<file path="src/rtl/version_slot_controller.sv">
// version_slot_controller: versioned data slots with round-robin replacement, version-wrap flush and newest-<=-version reads; optional pin support under VSC_PIN_EN
module version_slot_controller #(
  parameter int DATA_WIDTH    = 32,
  parameter int VERSION_WIDTH = 4,
  parameter int VERSION_NUM   = 4
) (
  input  logic                               clk,
  input  logic                               rstN,
  input  logic                               wrValid,
  output logic                               wrReady,
  input  logic [DATA_WIDTH-1:0]              wrData,
  output logic [VERSION_WIDTH-1:0]           wrVersion,
  input  logic                               rdValid,
  output logic                               rdReady,
  input  logic [VERSION_WIDTH-1:0]           rdVersion,
  output logic                               respValid,
  output logic                               respHit,
  output logic [DATA_WIDTH-1:0]              respData,
  output logic [VERSION_WIDTH-1:0]           respVersion,
  output logic [$clog2(VERSION_NUM+1)-1:0]   validCount
`ifdef VSC_PIN_EN
  ,
  input  logic                               pinValid,
  input  logic [VERSION_WIDTH-1:0]           pinVersion
`endif
);
  localparam int PW = $clog2(VERSION_NUM);
  localparam int CW = $clog2(VERSION_NUM + 1);
  localparam logic [VERSION_WIDTH-1:0] MAX_VER = '1;
  typedef enum logic {RUN, FLUSH} state_t;
  state_t state;
  logic [VERSION_WIDTH-1:0] tags [VERSION_NUM];
  logic [DATA_WIDTH-1:0]    data [VERSION_NUM];
  logic [VERSION_WIDTH-1:0] next_ver;
  logic [PW-1:0]            wr_ptr;
  logic [PW-1:0]            wr_slot;
  logic [PW-1:0]            sel;
  logic [VERSION_WIDTH-1:0] sel_tag;
  logic                     wr_acc;
  logic                     rd_acc;

  function automatic logic [PW-1:0] inc(input logic [PW-1:0] p);
    return (p == PW'(VERSION_NUM - 1)) ? '0 : p + 1'b1;
  endfunction

  assign wr_acc    = wrValid & wrReady;
  assign rd_acc    = rdValid & rdReady;
  assign wrVersion = next_ver;
`ifdef VSC_PIN_EN
  assign wr_slot = (pinValid && tags[wr_ptr] == pinVersion) ? inc(wr_ptr) : wr_ptr;
`else
  assign wr_slot = wr_ptr;
`endif

  // pick the slot holding the largest nonzero tag not above the requested version
  always_comb begin
    sel     = '0;
    sel_tag = '0;
    for (int i = 0; i < VERSION_NUM; i++)
      if (tags[i] <= rdVersion && tags[i] > sel_tag) begin
        sel     = PW'(i);
        sel_tag = tags[i];
      end
  end

  // control FSM: tag allocation, replacement pointer, occupancy and the one-cycle wrap flush
  always_ff @(posedge clk or negedge rstN) begin
    if (!rstN) begin
      state      <= RUN;
      wrReady    <= 1'b0;
      rdReady    <= 1'b0;
      next_ver   <= VERSION_WIDTH'(1);
      wr_ptr     <= '0;
      validCount <= '0;
      for (int i = 0; i < VERSION_NUM; i++) tags[i] <= '0;
    end else if (state == FLUSH) begin
      state      <= RUN;
      wrReady    <= 1'b1;
      rdReady    <= 1'b1;
      next_ver   <= VERSION_WIDTH'(1);
      wr_ptr     <= '0;
      validCount <= '0;
      for (int i = 0; i < VERSION_NUM; i++) tags[i] <= '0;
    end else begin
      wrReady <= 1'b1;
      rdReady <= 1'b1;
      if (wr_acc) begin
        tags[wr_slot] <= next_ver;
        next_ver      <= next_ver + 1'b1;
        wr_ptr        <= inc(wr_slot);
        if (tags[wr_slot] == '0 && validCount != CW'(VERSION_NUM)) validCount <= validCount + 1'b1;
        if (next_ver == MAX_VER) begin
          state   <= FLUSH;
          wrReady <= 1'b0;
          rdReady <= 1'b0;
        end
      end
    end
  end

  // slot payload storage
  always_ff @(posedge clk or negedge rstN) begin
    if (!rstN) for (int i = 0; i < VERSION_NUM; i++) data[i] <= '0;
    else if (wr_acc) data[wr_slot] <= wrData;
  end

  // registered read response from pre-write slot contents
  always_ff @(posedge clk or negedge rstN) begin
    if (!rstN) begin
      respValid   <= 1'b0;
      respHit     <= 1'b0;
      respData    <= '0;
      respVersion <= '0;
    end else begin
      respValid <= rd_acc;
      if (rd_acc) begin
        respHit     <= sel_tag != '0;
        respData    <= (sel_tag != '0) ? data[sel] : '0;
        respVersion <= sel_tag;
      end
    end
  end
endmodule

</file>
<file path="config.mk">
export PLATFORM = sky130hd
export DESIGN_NAME = version_slot_controller
export DESIGN_NICKNAME = d
export VERILOG_FILES = /design/src/rtl/version_slot_controller.sv
export SDC_FILE = /design/constraint.sdc
export NUM_CORES = 1
export LEC_CHECK = 0
export ABC_AREA = 1
export CORE_MARGIN = 10
export CORE_UTILIZATION = 45
export DETAILED_ROUTE_END_ITERATION = 7
export PLACE_DENSITY = 0.74
export RECOVER_POWER = 50
export SYNTH_ARGS = -nofsm -noshare
export SYNTH_HDL_FRONTEND = slang
export SYNTH_SLANG_ARGS = --single-unit
</file>
<file path="constraint.sdc">
create_clock -name clk -period 4.3 [get_ports clk]
set_input_delay 0.86 -clock clk [delete_from_list [all_inputs] [get_ports clk]]
set_output_delay 0.86 -clock clk [all_outputs]
set_load 0.01 [all_outputs]
</file>
# == Word level (Yosys, flattened, before mapping) ==
# Index checks and enable logic that the tools add are counted.
# word_totals
input_bits,40
ff_bits,193
# classes
eq_ne,3
add_sub_neg,3
bitwise,4
mux,36
magnitude_cmp,11
n_reduce_logical,11
# ops
op,count
128-bit bitwise mux,1
32-bit two-way mux,4
32-bit binary-select mux with 2-bit select,1
32-bit demux with 2-bit select,1
4-bit two-way mux,9
16-bit two-way mux,2
16-bit bitwise mux,1
4-bit less-or-equal comparator,4
4-bit > comparator,3
2-bit two-way mux,5
3-bit two-way mux,3
4-bit binary-select mux with 2-bit select,1
4-bit demux with 2-bit select,1
1-bit two-way mux,7
3-bit greater-or-equal comparator (second input constant),2
1-bit logical AND,6
2-bit NOT with 3-bit output,2
4-bit by 1-bit adder with 4-bit output (second input constant),1
4-bit == test (second input constant),1
4-bit by 1-bit > comparator with 1-bit output (second input constant),1
4-bit logical NOT,1
2-bit nonzero test,2
4-bit nonzero test,1
3-bit by 1-bit adder with 3-bit output (second input constant),1
6 further kinds,7

# == Longest topological paths before layout ==
# depth
ltp_word,17
ltp_mapped,44
depth_no_buf,43

# == Worst setup path before layout ==
# OpenSTA, ideal clock, no wires.
# synth_path
path_type,input-to-reg
start,input rdVersion[3]
end,register respData[19]
cell_stages,40
setup_ns,0.066
slack_ns,-0.872
arrival_time_ns,5.106
required_time_ns,4.234
path_buffers,2
cell_sequence,inv_1 -> ha_1 -> nand2_1 -> inv_2 -> nand2_1 -> nand2_1 -> nand2_1 -> nand2_1 -> nor2_1 -> inv_1 -> ha_1 -> nand2_1 -> clkinv_1 -> nand2_1 -> a21oi_4 -> nand2_4 -> inv_2 -> o21ai_1 -> (+4 left out) -> inv_1 -> nand2_2 -> nand2_4 -> nand3_4 -> nand2_1 -> nand2_1 -> ha_1 -> nand2_1 -> inv_2 -> o21ai_1 -> a32oi_1 -> nand2_1 -> clkbuf_1 -> clkbuf_1 -> o2111ai_1 -> o21ai_1 -> nand3_1 -> nand2_1
# synth_between
elab_chain_cells,17
# synth_rtl
item,line_no,text
"start, declared",15,"input logic [VERSION_WIDTH-1:0] rdVersion,"
4-bit less-or-equal comparator,60,if (tags[i] <= rdVersion && tags[i] > sel_tag) begin
1-bit logical AND,60,
4-bit two-way mux,60,
4-bit > comparator,60,
1-bit logical AND,60,
4-bit two-way mux,60,
4-bit > comparator,60,
1-bit logical AND,60,
4-bit two-way mux,60,
4-bit > comparator,60,
1-bit logical AND,60,
2-bit two-way mux,60,
2-bit NOT with 3-bit output (not written as such),118,respData <= (sel_tag != '0) ? data[sel] : '0;
32-bit binary-select mux with 2-bit select,118,
32-bit two-way mux (not written as such) (2 in a row),118,
32-bit two-way mux (*),118,
"end signal, assigned",118,
"end, declared",18,"output logic [DATA_WIDTH-1:0] respData,"
# Mark *: on every way between the ends. The rest lies on a longest branch, timed or not. The select of a mux whose other input is x is not followed.
# A chain may end at the register's enable or synchronous reset.

# == Worst setup path in the final report ==
# layout_path
start,input rdVersion[3]
end,register respData[20]
# Same word-level chain as after synthesis.

==> flow_summary.html <==
<table>
<tr><th>Metric</th><th>Value</th></tr>
<tr><th colspan="2">STA</th></tr>
<tr><td>Final setup TNS</td><td>-20.95 ns</td></tr>
<tr><td>RSZ-0062 raised after global routing</td><td>true</td></tr>
<tr><td>F_max</td><td>203 MHz</td></tr>
<tr><td>Tightest Pin Transition</td><td>2.81 ns</td></tr>
<tr><td>Post-layout min period</td><td>4.94 ns</td></tr>
<tr><td>Final setup margin</td><td>-0.636 ns</td></tr>
<tr><td>Fin crit share</td><td>115%</td></tr>
<tr><td>Endpoints failing hold</td><td>0</td></tr>
<tr><td>Final number of setup-violating endpoints</td><td>37</td></tr>
<tr><td>Slew HR</td><td>-87.3%</td></tr>
<tr><td>Post-route clock skew</td><td>0.00930 ns</td></tr>
<tr><td>Total count of max-transition violations in the final report</td><td>116</td></tr>
<tr><th colspan="2">Setup path</th></tr>
<tr><td>Data required, critical path</td><td>4.67 ns</td></tr>
<tr><td>Cell family contributing the most delay on the critical path</td><td>simple AND/OR/NAND/NOR gates</td></tr>
<tr><td>Critical path buffers and inverters</td><td>11</td></tr>
<tr><td>Setup crit start kind</td><td>input port</td></tr>
<tr><td>Worst Setup Path Type</td><td>in2reg</td></tr>
<tr><td>Setup slack of the most critical reg-to-reg path</td><td>-0.55 ns</td></tr>
<tr><td>Category of the worst setup path capture point</td><td>flip-flop</td></tr>
<tr><td>Delay contributed by the slowest stage of the critical path</td><td>0.29 ns</td></tr>
<tr><td>Maximum net fanout on the critical path</td><td>7</td></tr>
<tr><td>Slowest stage cell, crit path</td><td>sky130_fd_sc_hd__ha_4</td></tr>
<tr><td>Worst Path Arrival</td><td>5.31 ns</td></tr>
<tr><th colspan="2">Yosys</th></tr>
<tr><td>Share of Yosys cell area claimed by the top area cell type</td><td>52.4%</td></tr>
<tr><td>Xor/xnor cell area share of the yosys netlist</td><td>0.0955%</td></tr>
<tr><td>Post-synthesis average cell area</td><td>8.65 sq um</td></tr>
<tr><td>Cell variety after synth</td><td>36</td></tr>
<tr><td>Warnings from Yosys</td><td>0</td></tr>
<tr><td>Post-synthesis cell count</td><td>1,060</td></tr>
<tr><td>Main area contributors after synthesis</td><td>sky130_fd_sc_hd__dfrtp_1 (52%), sky130_fd_sc_hd__nand2_1 (11%), sky130_fd_sc_hd__o21ai_0 (9.1%)</td></tr>
<tr><td>Portion of the post-synthesis area used by sequential elements</td><td>52.7%</td></tr>
<tr><td>Combinational family with the most area after synthesis</td><td>simple AND/OR/NAND/NOR gates</td></tr>
<tr><td>Library cell with the largest summed area after synthesis</td><td>sky130_fd_sc_hd__dfrtp_1</td></tr>
<tr><td>Synth Area in Compound Gates</td><td>16.8%</td></tr>
<tr><td>Post-synthesis share of cell area spent on and, or, nand and nor gates</td><td>19.5%</td></tr>
<tr><td>Multiplexer fraction of the synthesized cell area</td><td>0%</td></tr>
<tr><td>Area share of fa/ha/maj cells after synthesis</td><td>4.64%</td></tr>
<tr><td>Count of state elements after synthesis</td><td>193</td></tr>
<tr><td>Total standard cell area after synthesis</td><td>9170 sq um</td></tr>
<tr><td>Synth Net Count</td><td>1,134</td></tr>
<tr><th colspan="2">Floorplan</th></tr>
<tr><td>Die width</td><td>163 um</td></tr>
<tr><td>Y dimension of the die</td><td>163 um</td></tr>
<tr><td>Site row count</td><td>52</td></tr>
<tr><td>Floorplan die area</td><td>26,500 sq um</td></tr>
<tr><td>Floorplan Core Area</td><td>20,200 sq um</td></tr>
<tr><td>I/O Pins</td><td>87</td></tr>
<tr><td>Initial cell density of the core</td><td>45.5%</td></tr>
<tr><th colspan="2">Final layout</th></tr>
<tr><td>Most used cells in the layout excluding fill and tap cells</td><td>sky130_fd_sc_hd__nand2_1 (228), sky130_fd_sc_hd__dfrtp_1 (192), sky130_fd_sc_hd__o21ai_0 (152)</td></tr>
<tr><td>Count of antenna diodes in the layout</td><td>0</td></tr>
<tr><td>Leading cell type in the layout, fill and taps excluded</td><td>sky130_fd_sc_hd__nand2_1</td></tr>
<tr><td>Ratio of cells with drive above 1 in the final layout</td><td>23.2%</td></tr>
<tr><td>Net count reported at finish</td><td>1,257</td></tr>
<tr><td>Relative area change from synthesis to final layout</td><td>31.7%</td></tr>
<tr><th colspan="2">Detailed routing</th></tr>
<tr><td>Routed wire length per instance</td><td>17.6 um</td></tr>
<tr><td>WL met1</td><td>11.5 mm</td></tr>
<tr><td>Routed met2 length</td><td>12.3 mm</td></tr>
<tr><td>Top routing layer used</td><td>met4</td></tr>
<tr><td>Average vias per placed instance</td><td>5.47</td></tr>
<tr><td>Detailed Routing Iterations Pass 1</td><td>5</td></tr>
<tr><td>WL met3</td><td>1.75 mm</td></tr>
<tr><td>Via count</td><td>8,013</td></tr>
<tr><td>DRC errors left</td><td>0</td></tr>
<tr><td>Routed wire length</td><td>25.8 mm</td></tr>
<tr><td>Drt initial violations</td><td>715</td></tr>
<tr><td>Final ANT Viol Nets</td><td>0</td></tr>
<tr><th colspan="2">Hold path</th></tr>
<tr><td>Worst min-delay path class</td><td>reg2reg</td></tr>
<tr><th colspan="2">Global routing</th></tr>
<tr><td>Global-route wire length before repair</td><td>41.6 mm</td></tr>
<tr><td>Remaining global-route overflow</td><td>0</td></tr>
<tr><td>Gr usage total</td><td>19.3%</td></tr>
<tr><td>Antenna violations before repair</td><td>0</td></tr>
<tr><td>Vias in the first global route</td><td>8,064</td></tr>
<tr><td>Pin count of the biggest net entering global routing</td><td>116</td></tr>
<tr><th colspan="2">Place</th></tr>
<tr><td>Count of port buffers added during placement</td><td>86</td></tr>
<tr><td>Placed wire-length estimate after detailed placement</td><td>16.0 mm</td></tr>
<tr><td>Gpl congestion</td><td>0.828</td></tr>
<tr><th colspan="2">Outcome</th></tr>
<tr><td>Failing checks</td><td>capacitance limit, slew limit, setup timing</td></tr>
<tr><td>Run status</td><td>complete, but fails checks</td></tr>
<tr><th colspan="2">Clocking</th></tr>
<tr><td>Later-pin clock latency in the skew report</td><td>0.43 ns</td></tr>
<tr><td>TritonCTS Sinks</td><td>193</td></tr>
<tr><td>Number of clock buffers inserted by TritonCTS</td><td>17</td></tr>
<tr><td>Clock transition at the registers of the reported paths</td><td>0.07 ns</td></tr>
<tr><td>Clk root buf</td><td>sky130_fd_sc_hd__clkbuf_16</td></tr>
<tr><td>H-tree depth</td><td>4</td></tr>
<tr><td>Maximum number of buffers from clock root to sink</td><td>2</td></tr>
<tr><td>CTS tree</td><td>built</td></tr>
<tr><th colspan="2">Job</th></tr>
<tr><td>Number of maximum-capacitance constraint violations</td><td>1</td></tr>
</table>
## per-layer routing
layer | global-route usage [%] | vias to the layer above
met1 | 25.8 | 3891
met4 | 6.23 | 0
met5 | 0 | -
li1 | - | 3809
met2 | 30.7 | 288
met3 | 4.20 | 25
## layout make-up
type | count | area [sq um]
sequential | 193 | 4830
inverter | 81 | 347
tap | 270 | 338
clock inverter | 13 | 208
timing repair buffer | 165 | 1610
multi-input combinational | 725 | 4320
clock buffer | 19 | 433
fill | 1671 | 8090
## registers in the layout, summed over array words and instances, names as in the netlist
| register | cells |
|---|---|
| data | 128 |
| respVersion | 4 |
| wrVersion | 4 |
| state | 1 |
| rdReady | 1 |
| validCount | 3 |
| tags | 16 |
| respHit | 1 |
| respData | 32 |
| wr_ptr | 2 |
| respValid | 1 |
## synthesized netlist by cell type
cell type / n
sky130_fd_sc_hd__a211oi_1: 1
sky130_fd_sc_hd__a21oi_1: 10
sky130_fd_sc_hd__a21oi_4: 1
sky130_fd_sc_hd__a31oi_1: 4
sky130_fd_sc_hd__a32oi_1: 1
sky130_fd_sc_hd__and2_1: 1
sky130_fd_sc_hd__buf_1: 3
sky130_fd_sc_hd__buf_2: 5
sky130_fd_sc_hd__buf_4: 3
sky130_fd_sc_hd__buf_6: 3
sky130_fd_sc_hd__clkbuf_1: 48
sky130_fd_sc_hd__clkinv_1: 4
sky130_fd_sc_hd__dfrtp_1: 192
sky130_fd_sc_hd__dfstp_2: 1
sky130_fd_sc_hd__ha_1: 34
sky130_fd_sc_hd__inv_1: 70
sky130_fd_sc_hd__inv_2: 7
sky130_fd_sc_hd__nand2_1: 258
sky130_fd_sc_hd__nand2_2: 6
sky130_fd_sc_hd__nand2_4: 3
sky130_fd_sc_hd__nand3_1: 50
sky130_fd_sc_hd__nand3_4: 1
sky130_fd_sc_hd__nand4_1: 5
sky130_fd_sc_hd__nand4_2: 1
sky130_fd_sc_hd__nor2_1: 54
sky130_fd_sc_hd__nor2_2: 2
sky130_fd_sc_hd__nor3_1: 3
sky130_fd_sc_hd__o2111ai_1: 32
sky130_fd_sc_hd__o21ai_0: 167
sky130_fd_sc_hd__o21ai_1: 38
sky130_fd_sc_hd__o21bai_1: 3
sky130_fd_sc_hd__o221ai_1: 1
sky130_fd_sc_hd__o22ai_1: 14
sky130_fd_sc_hd__o311ai_0: 1
sky130_fd_sc_hd__or2_2: 32
sky130_fd_sc_hd__xnor2_1: 1
## kinds of logic after synthesis
logic type / Yosys count
flip-flops: 193
buffers and inverters: 143
XOR/XNOR: 1
AO/OA/AOI/OAI: 273
adder cells (fa/ha/maj): 34
AND/OR/NAND/NOR: 416
## worst register-to-register path, delay by kind of cell, from the launching register on
| kind | cells | cell delay [ns] |
|---|---|---|
| AOI/OAI and AO/OA | 5 | 0.72 |
| adders and majority gates | 4 | 1.15 |
| buffers and inverters | 9 | 0.80 |
| and+or+nand+nor | 21 | 1.71 |
| DFF | 1 | 0.43 |
## worst paths after layout
kind / to / cells after the start / start
max in group asynchronous: respData[25] / 2 / rstN
worst max register to register: respData[20] / 39 / tags[15]
min in group asynchronous: data[41] / 1 / rstN
worst max-delay path: respData[20] / 41 / rdVersion[3]
worst min register to register: respData[2] / 2 / respData[2]
worst min-delay path: respData[2] / 2 / respData[2]
## repair_timing
item	CTS	global route
pin swaps	39	57
hold buffers	0	0
resized for setup	64	73
cloned	4	1
setup endpoints to repair	37	37
setup buffers	10	4
## through the flow
step	hold slack, ns	instance area [sq um]	instances	setup WS [ns]	util [%]
final	0.479	12100	1466	-0.636	59.9
after global routing	0.500	12100	1466	-0.840	59.9
after CTS	0.476	11800	1465	-0.534	58.7
after detailed placement	0.465	10900	1419	-1.58	53.8
after global placement	0.459	10900	1419	-1.41	53.8
after floorplan	0.444	9390	1060	-0.595	-
Power is left out: the tool's default activity adds up to more than one toggle a clock period on the data nets, which glitch-free logic cannot reach.
